`config.mk`:
```
export PLATFORM = sky130hd
export DESIGN_NAME = piece_commit_ctrl
export DESIGN_NICKNAME = d
export VERILOG_FILES = /design/src/rtl/tetris_pkg.sv /design/src/rtl/move_pending_reg.sv /design/src/rtl/piece_commit_ctrl.sv
export SDC_FILE = /design/constraint.sdc
export NUM_CORES = 1
export LEC_CHECK = 0
export ABC_CLOCK_PERIOD_IN_PS = 4050
export BUFFER_PORTS_ARGS = -buffer_cell sky130_fd_sc_hd__buf_2
export CORE_ASPECT_RATIO = 1.75
export CORE_MARGIN = 2
export CORE_UTILIZATION = 35
export DETAILED_ROUTE_END_ITERATION = 10
export HOLD_SLACK_MARGIN = 0.12
export PLACE_DENSITY = 0.65
export SKIP_CTS_REPAIR_TIMING = 1
export SYNTH_ARGS = -nofsm -noshare
export SYNTH_HDL_FRONTEND = slang
export SYNTH_SLANG_ARGS = --single-unit
```
`constraint.sdc`:
```
create_clock -name clk -period 4.05 [get_ports clk]
set_clock_uncertainty 0.15 [all_clocks]
set_input_delay 0.81 -clock clk [delete_from_list [all_inputs] [get_ports clk]]
set_output_delay 0.81 -clock clk [all_outputs]
set_load 0.01 [all_outputs]
```
`src/rtl/tetris_pkg.sv`:
```
// Shared definitions for the piece commit controller.
//   state_t : FSM state encoding (IDLE / CHECK / WAIT / LOCK)
//   move_t  : move-select encoding; the value is also the pending-flag index
//   X_W / Y_W / ROT_W : coordinate widths
//   SPAWN_X_DEF / SPAWN_Y_DEF : default spawn position
package tetris_pkg;

  localparam int X_W   = 4;
  localparam int Y_W   = 4;
  localparam int ROT_W = 2;
  localparam int N_MV  = 5;

  localparam logic [X_W-1:0] SPAWN_X_DEF = 4'd3;
  localparam logic [Y_W-1:0] SPAWN_Y_DEF = 4'd0;

  typedef enum logic [1:0] {
    ST_IDLE  = 2'd0,
    ST_CHECK = 2'd1,
    ST_WAIT  = 2'd2,
    ST_LOCK  = 2'd3
  } state_t;

  // Order matches service priority: lower value wins.
  typedef enum logic [2:0] {
    MV_LEFT  = 3'd0,
    MV_RIGHT = 3'd1,
    MV_ROT   = 3'd2,
    MV_DOWN  = 3'd3,
    MV_GRAV  = 3'd4
  } move_t;

endpackage

```
`src/rtl/move_pending_reg.sv`:
```
// Pending-move flags with fixed-priority pick.
//   clk, rst_n : clock, asynchronous active-low reset
//   i_set      : one pulse per move, bit index = move_t value
//   i_take     : clear the flag of the currently picked move
//   i_flush    : clear every flag (pulses in the same cycle survive)
//   o_any      : at least one flag is pending
//   o_move     : highest-priority pending move (L > R > ROT > DN > GRAV)
module move_pending_reg
  import tetris_pkg::*;
(
  input  logic            clk,
  input  logic            rst_n,
  input  logic [N_MV-1:0] i_set,
  input  logic            i_take,
  input  logic            i_flush,
  output logic            o_any,
  output move_t           o_move
);

  logic [N_MV-1:0] r_flags;
  logic [N_MV-1:0] w_clr;
  logic [N_MV-1:0] w_flags_next;

  always_comb begin
    casez (r_flags)
      5'b????1: o_move = MV_LEFT;
      5'b???10: o_move = MV_RIGHT;
      5'b??100: o_move = MV_ROT;
      5'b?1000: o_move = MV_DOWN;
      default:  o_move = MV_GRAV;
    endcase
  end

  assign o_any = |r_flags;

  always_comb begin
    w_clr = '0;
    if (i_flush)
      w_clr = '1;
    else if (i_take)
      w_clr = N_MV'(1) << o_move;
  end

  // Set after clear: a pulse landing on the cycle its flag is serviced or
  // flushed is kept pending rather than lost.
  assign w_flags_next = (r_flags & ~w_clr) | i_set;

  always_ff @(posedge clk or negedge rst_n) begin
    if (!rst_n)
      r_flags <= '0;
    else
      r_flags <= w_flags_next;
  end

endmodule

```
`src/rtl/piece_commit_ctrl.sv`:
```
// Serialises piece moves through an external collision checker.
//   clk, rst_n              : clock, asynchronous active-low reset
//   gravity_tick, btn_*_en  : one-cycle move requests
//   test_pos_x/y, test_rot  : proposal from the test-position calculator
//   sel_*                   : move presented to the calculator (0 = gravity)
//   chk_req                 : one-cycle collision-check request
//   chk_done, chk_collide   : check result
//   cur_pos_x/y, cur_rot    : committed piece state
//   piece_lock              : one-cycle pulse when the piece settles
//   busy                    : FSM not idle
module piece_commit_ctrl
  import tetris_pkg::*;
#(
  parameter logic [X_W-1:0] SPAWN_X = SPAWN_X_DEF,
  parameter logic [Y_W-1:0] SPAWN_Y = SPAWN_Y_DEF
) (
  input  logic             clk,
  input  logic             rst_n,
  input  logic             gravity_tick,
  input  logic             btn_left_en,
  input  logic             btn_right_en,
  input  logic             btn_rotate_en,
  input  logic             btn_down_en,
  input  logic [X_W-1:0]   test_pos_x,
  input  logic [Y_W-1:0]   test_pos_y,
  input  logic [ROT_W-1:0] test_rot,
  output logic             sel_left,
  output logic             sel_right,
  output logic             sel_rotate,
  output logic             sel_down,
  output logic             chk_req,
  input  logic             chk_done,
  input  logic             chk_collide,
  output logic [X_W-1:0]   cur_pos_x,
  output logic [Y_W-1:0]   cur_pos_y,
  output logic [ROT_W-1:0] cur_rot,
  output logic             piece_lock,
  output logic             busy
);

  state_t            r_state;
  state_t            w_state_next;
  move_t             r_move;
  logic [X_W-1:0]    r_cap_x;
  logic [Y_W-1:0]    r_cap_y;
  logic [ROT_W-1:0]  r_cap_rot;
  logic [X_W-1:0]    r_cur_x;
  logic [Y_W-1:0]    r_cur_y;
  logic [ROT_W-1:0]  r_cur_rot;

  logic              w_any;
  move_t             w_pick;
  logic              w_take;
  logic              w_flush;
  logic              w_can_lock;
  logic [N_MV-1:0]   w_set;

  assign w_set   = {gravity_tick, btn_down_en, btn_rotate_en, btn_right_en, btn_left_en};
  assign w_take  = (r_state == ST_IDLE) && w_any;
  assign w_flush = (r_state == ST_LOCK);

  // Only downward motion can settle the piece; sideways/rotate collisions
  // are simply rejected.
  assign w_can_lock = (r_move == MV_DOWN) || (r_move == MV_GRAV);

  move_pending_reg u_pending (
    .clk     (clk),
    .rst_n   (rst_n),
    .i_set   (w_set),
    .i_take  (w_take),
    .i_flush (w_flush),
    .o_any   (w_any),
    .o_move  (w_pick)
  );

  // State register
  always_ff @(posedge clk or negedge rst_n) begin
    if (!rst_n)
      r_state <= ST_IDLE;
    else
      r_state <= w_state_next;
  end

  // Next-state logic
  always_comb begin
    w_state_next = r_state;
    case (r_state)
      ST_IDLE:  if (w_any) w_state_next = ST_CHECK;
      ST_CHECK: w_state_next = ST_WAIT;
      ST_WAIT:  if (chk_done)
                  w_state_next = (chk_collide && w_can_lock) ? ST_LOCK : ST_IDLE;
      ST_LOCK:  w_state_next = ST_IDLE;
      default:  w_state_next = ST_IDLE;
    endcase
  end

  // Outputs
  always_comb begin
    sel_left   = 1'b0;
    sel_right  = 1'b0;
    sel_rotate = 1'b0;
    sel_down   = 1'b0;
    chk_req    = 1'b0;
    piece_lock = 1'b0;
    busy       = (r_state != ST_IDLE);
    if (r_state == ST_CHECK || r_state == ST_WAIT) begin
      sel_left   = (r_move == MV_LEFT);
      sel_right  = (r_move == MV_RIGHT);
      sel_rotate = (r_move == MV_ROT);
      sel_down   = (r_move == MV_DOWN);
    end
    if (r_state == ST_CHECK) chk_req    = 1'b1;
    if (r_state == ST_LOCK)  piece_lock = 1'b1;
  end

  // Move latch, proposal capture and committed piece state
  always_ff @(posedge clk or negedge rst_n) begin
    if (!rst_n) begin
      r_move    <= MV_GRAV;
      r_cap_x   <= '0;
      r_cap_y   <= '0;
      r_cap_rot <= '0;
      r_cur_x   <= SPAWN_X;
      r_cur_y   <= SPAWN_Y;
      r_cur_rot <= '0;
    end else begin
      if (w_take)
        r_move <= w_pick;
      if (r_state == ST_CHECK) begin
        r_cap_x   <= test_pos_x;
        r_cap_y   <= test_pos_y;
        r_cap_rot <= test_rot;
      end
      if (r_state == ST_WAIT && chk_done && !chk_collide) begin
        r_cur_x   <= r_cap_x;
        r_cur_y   <= r_cap_y;
        r_cur_rot <= r_cap_rot;
      end else if (r_state == ST_LOCK) begin
        r_cur_x   <= SPAWN_X;
        r_cur_y   <= SPAWN_Y;
        r_cur_rot <= '0;
      end
    end
  end

  assign cur_pos_x = r_cur_x;
  assign cur_pos_y = r_cur_y;
  assign cur_rot   = r_cur_rot;

endmodule

```
==> metrics.cfg <==
[setup_path]
cp-start-kind = register
rr_worst_depth = 5
critPathRequiredTime_ns = 3.09
critPathSlowestCell = dfrtp_1
max_stage_delay_ns = 0.39
crit_chain = inv_1, ha_1, nor2b_1, nor3b_1, buf_2
cp_max_fo = 4
crit_arrival_ns = 1.65
crit_buf_inv = 2
crit_family = simple AND/OR/NAND/NOR gates
cp_num_cells = 5
crit_type = register to output pin
end_kind = output pin

[grt]
grtUsageMet1 = 0.165
grtUsageMet2 = 0.260
overflow = 0
grt_usage = 0.147
antenna_found_initial = 0
grt_first_pass_wirelength_mm = 4.88
grt_pass1_vias = 1076
use_met3 = 0.0517
grt_max_degree = 31
busiest_layer = met2

[clock_network]
insertion_delay_ns = 0.28
h-tree-depth = 2
cts_root_buffer = clkbuf_8
cts_tree = built
numCtsBuffers = 5
clkTransAtPathRegs_ns = 0.07
clockBufferDepth = 2
cts_num_sinks = 30

[floorplan]
die_area_um2 = 4440
io_pins = 36
die_x_um = 51.2
initial_utilization = 0.360
core_area_um2 = 3790
die_y_um = 86.6
fp-row-count = 30

[drt]
wl_mm = 2.92
wl_per_cell_um = 14.0
viasPerCell = 4.93
drtPass1Iterations = 3
drc_errors = 0
ant_nets = 0
num_vias = 1030
drt_iter0_markers = 17

[yosys]
synth_commonest_cells = 27 x dfrtp_1, 21 x nand2_1, 10 x mux2_2
ys_ff_latch = 30
syn_area_um2 = 1370
yosys_most_used_dff = dfrtp_1
yosysMostFrequentCell = dfrtp_1
yosysUniqueCellTypes = 29
synth_top_area_cell = dfrtp_1
syn_inst = 121
synth_edf_count = 0
ys_seq_area_frac = 0.553
synth_top_area_frac = 0.495
synth.area.top_cells = dfrtp_1 49%, mux2_2 8.2%, dfstp_2 5.8%
synth.net_count = 145
syn_avg_cell_area_um2 = 11.3
synth_warnings = 0
async_reset_ff_frac = 1.00

[final_layout]
regArea_um2 = 754
n_fill_cell = 373
fin_nets = 184
area_growth_pct = 23.4
post-route-util = 0.444
drive_gt1_frac = 0.373
diodes = 0
multi_input_area_um2 = 581
design_area_um2 = 1680

[placement]
portBuffers = 35
place_congestion = 0.810
postPlaceCellArea_um2 = 1590
hpwl_mm = 2.15
place_ws_ns = 1.77

[timing]
hold_viol_final = 0
rsz0062_at_grt = no
tightest_slew_ns = 0.643
fmax_mhz = 383
setup_slack_ns = 1.44
setup_violations = 0
max_slew_margin = 0.572
final.min_clock_period_ns = 2.61
slew_viol_final = 0
period_share = 0.644
fin_tns_setup_ns = 0

[job]
cap_violations = 0

[min_path]
hold_path.class = register to register
holdPathStages = 2

[pwr]
pwr_density_cell_nw_per_um2 = 743
peakVddDrop_uv = 396
power.leakage_nw = 0.820
total_power_mw = 1.25

[run_status]
outcome = finished clean

[worst paths after layout]
check	start	end	slack [ns]
worst max-delay path	r_state[0]$_DFFE_PN0P_	sel_left	1.44
worst min-delay path	r_cap_x[3]$_DFFE_PN0P_	cur_pos_x[3]$_DFFE_PN0P_	0.31
worst max register to register	r_state[0]$_DFFE_PN0P_	u_pending.r_flags[4]$_DFF_PN0_	2.19
worst min register to register	r_cap_x[3]$_DFFE_PN0P_	cur_pos_x[3]$_DFFE_PN0P_	0.31
max in group asynchronous	rst_n	r_cap_x[3]$_DFFE_PN0P_	2.93
min in group asynchronous	rst_n	u_pending.r_flags[0]$_DFF_PN0_	0.40
[final cells by class]
cell class,instances,area share
clock buffer,6,0.0490
inverter,5,0.0111
clock inverter,2,0.00743
multi-input combinational,83,0.345
sequential,30,0.448
timing repair buffer,35,0.104
tap,48,0.0357
[power breakdown]
| group | internal (mW) | switching [mW] | leakage [nW] |
|---|---|---|---|
| clock network | 0.136 | 0.114 | 0.0472 |
| logic | 0.226 | 0.237 | 0.417 |
| registers | 0.438 | 0.101 | 0.356 |
[metrics by stage]
step / hold WS, ns / cells
final: 0.312 / 209
after global routing: 0.348 / 209
after CTS: 0.318 / 209
after detailed placement: 0.307 / 201
after global placement: 0.298 / 201
after floorplan: 0.285 / 121
[per-layer routing]
metal	up-vias	part of all wire	routed length, um
met1	491	0.40	1180
met5	-	0	0
met3	4	0.060	174
met2	31	0.52	1530
li1	504	-	-
met4	0	0.012	36
[layout by cell type, fill, tap and decap left out]
master / n
mux2_2: 10
nor3b_1: 2
and3b_1: 3
a21oi_1: 4
or3b_1: 1
a31o_1: 2
o311ai_1: 1
buf_2: 35
o2bb2ai_1: 1
o21ai_0: 2
o21ai_2: 1
nor4_2: 1
clkinvlp_4: 1
inv_2: 1
nand2b_1: 4
dfstp_2: 3
clkinv_2: 1
nor2_1: 2
clkbuf_8: 6
o211ai_1: 3
or4_4: 1
nand3_1: 8
dfrtp_1: 27
ha_1: 5
nand3b_1: 1
nor2b_1: 3
a2bb2oi_1: 2
and3_1: 1
mux2_1: 1
inv_1: 4
a211oi_1: 3
nand2_1: 21
[registers in the layout (all words and copies together), names as in the netlist]
| signal | cells |
|---|---|
| cur_pos_y | 4 |
| cur_rot | 2 |
| r_state | 2 |
| r_cap_y | 4 |
| r_cap_x | 4 |
| r_move | 3 |
| u_pending.r_flags | 5 |
| cur_pos_x | 4 |
| r_cap_rot | 2 |
[kinds of logic after synthesis]
logic type / synth area share
adder cells (fa/ha/maj): 0.0458
AO/OA/AOI/OAI: 0.0999
buffers and inverters: 0.0220
multiplexers: 0.0907
flip-flops: 0.553
AND/OR/NAND/NOR: 0.189
[worst reg2reg max path, delay by kind of cell (launching register included)]
family | cells | cell delay, ns
simple gates | 2 | 0.53
compound gates | 1 | 0.25
flops | 1 | 0.41
buf+inv | 1 | 0.14
fa+ha+maj | 1 | 0.27
(Power assumes the default switching activity.)
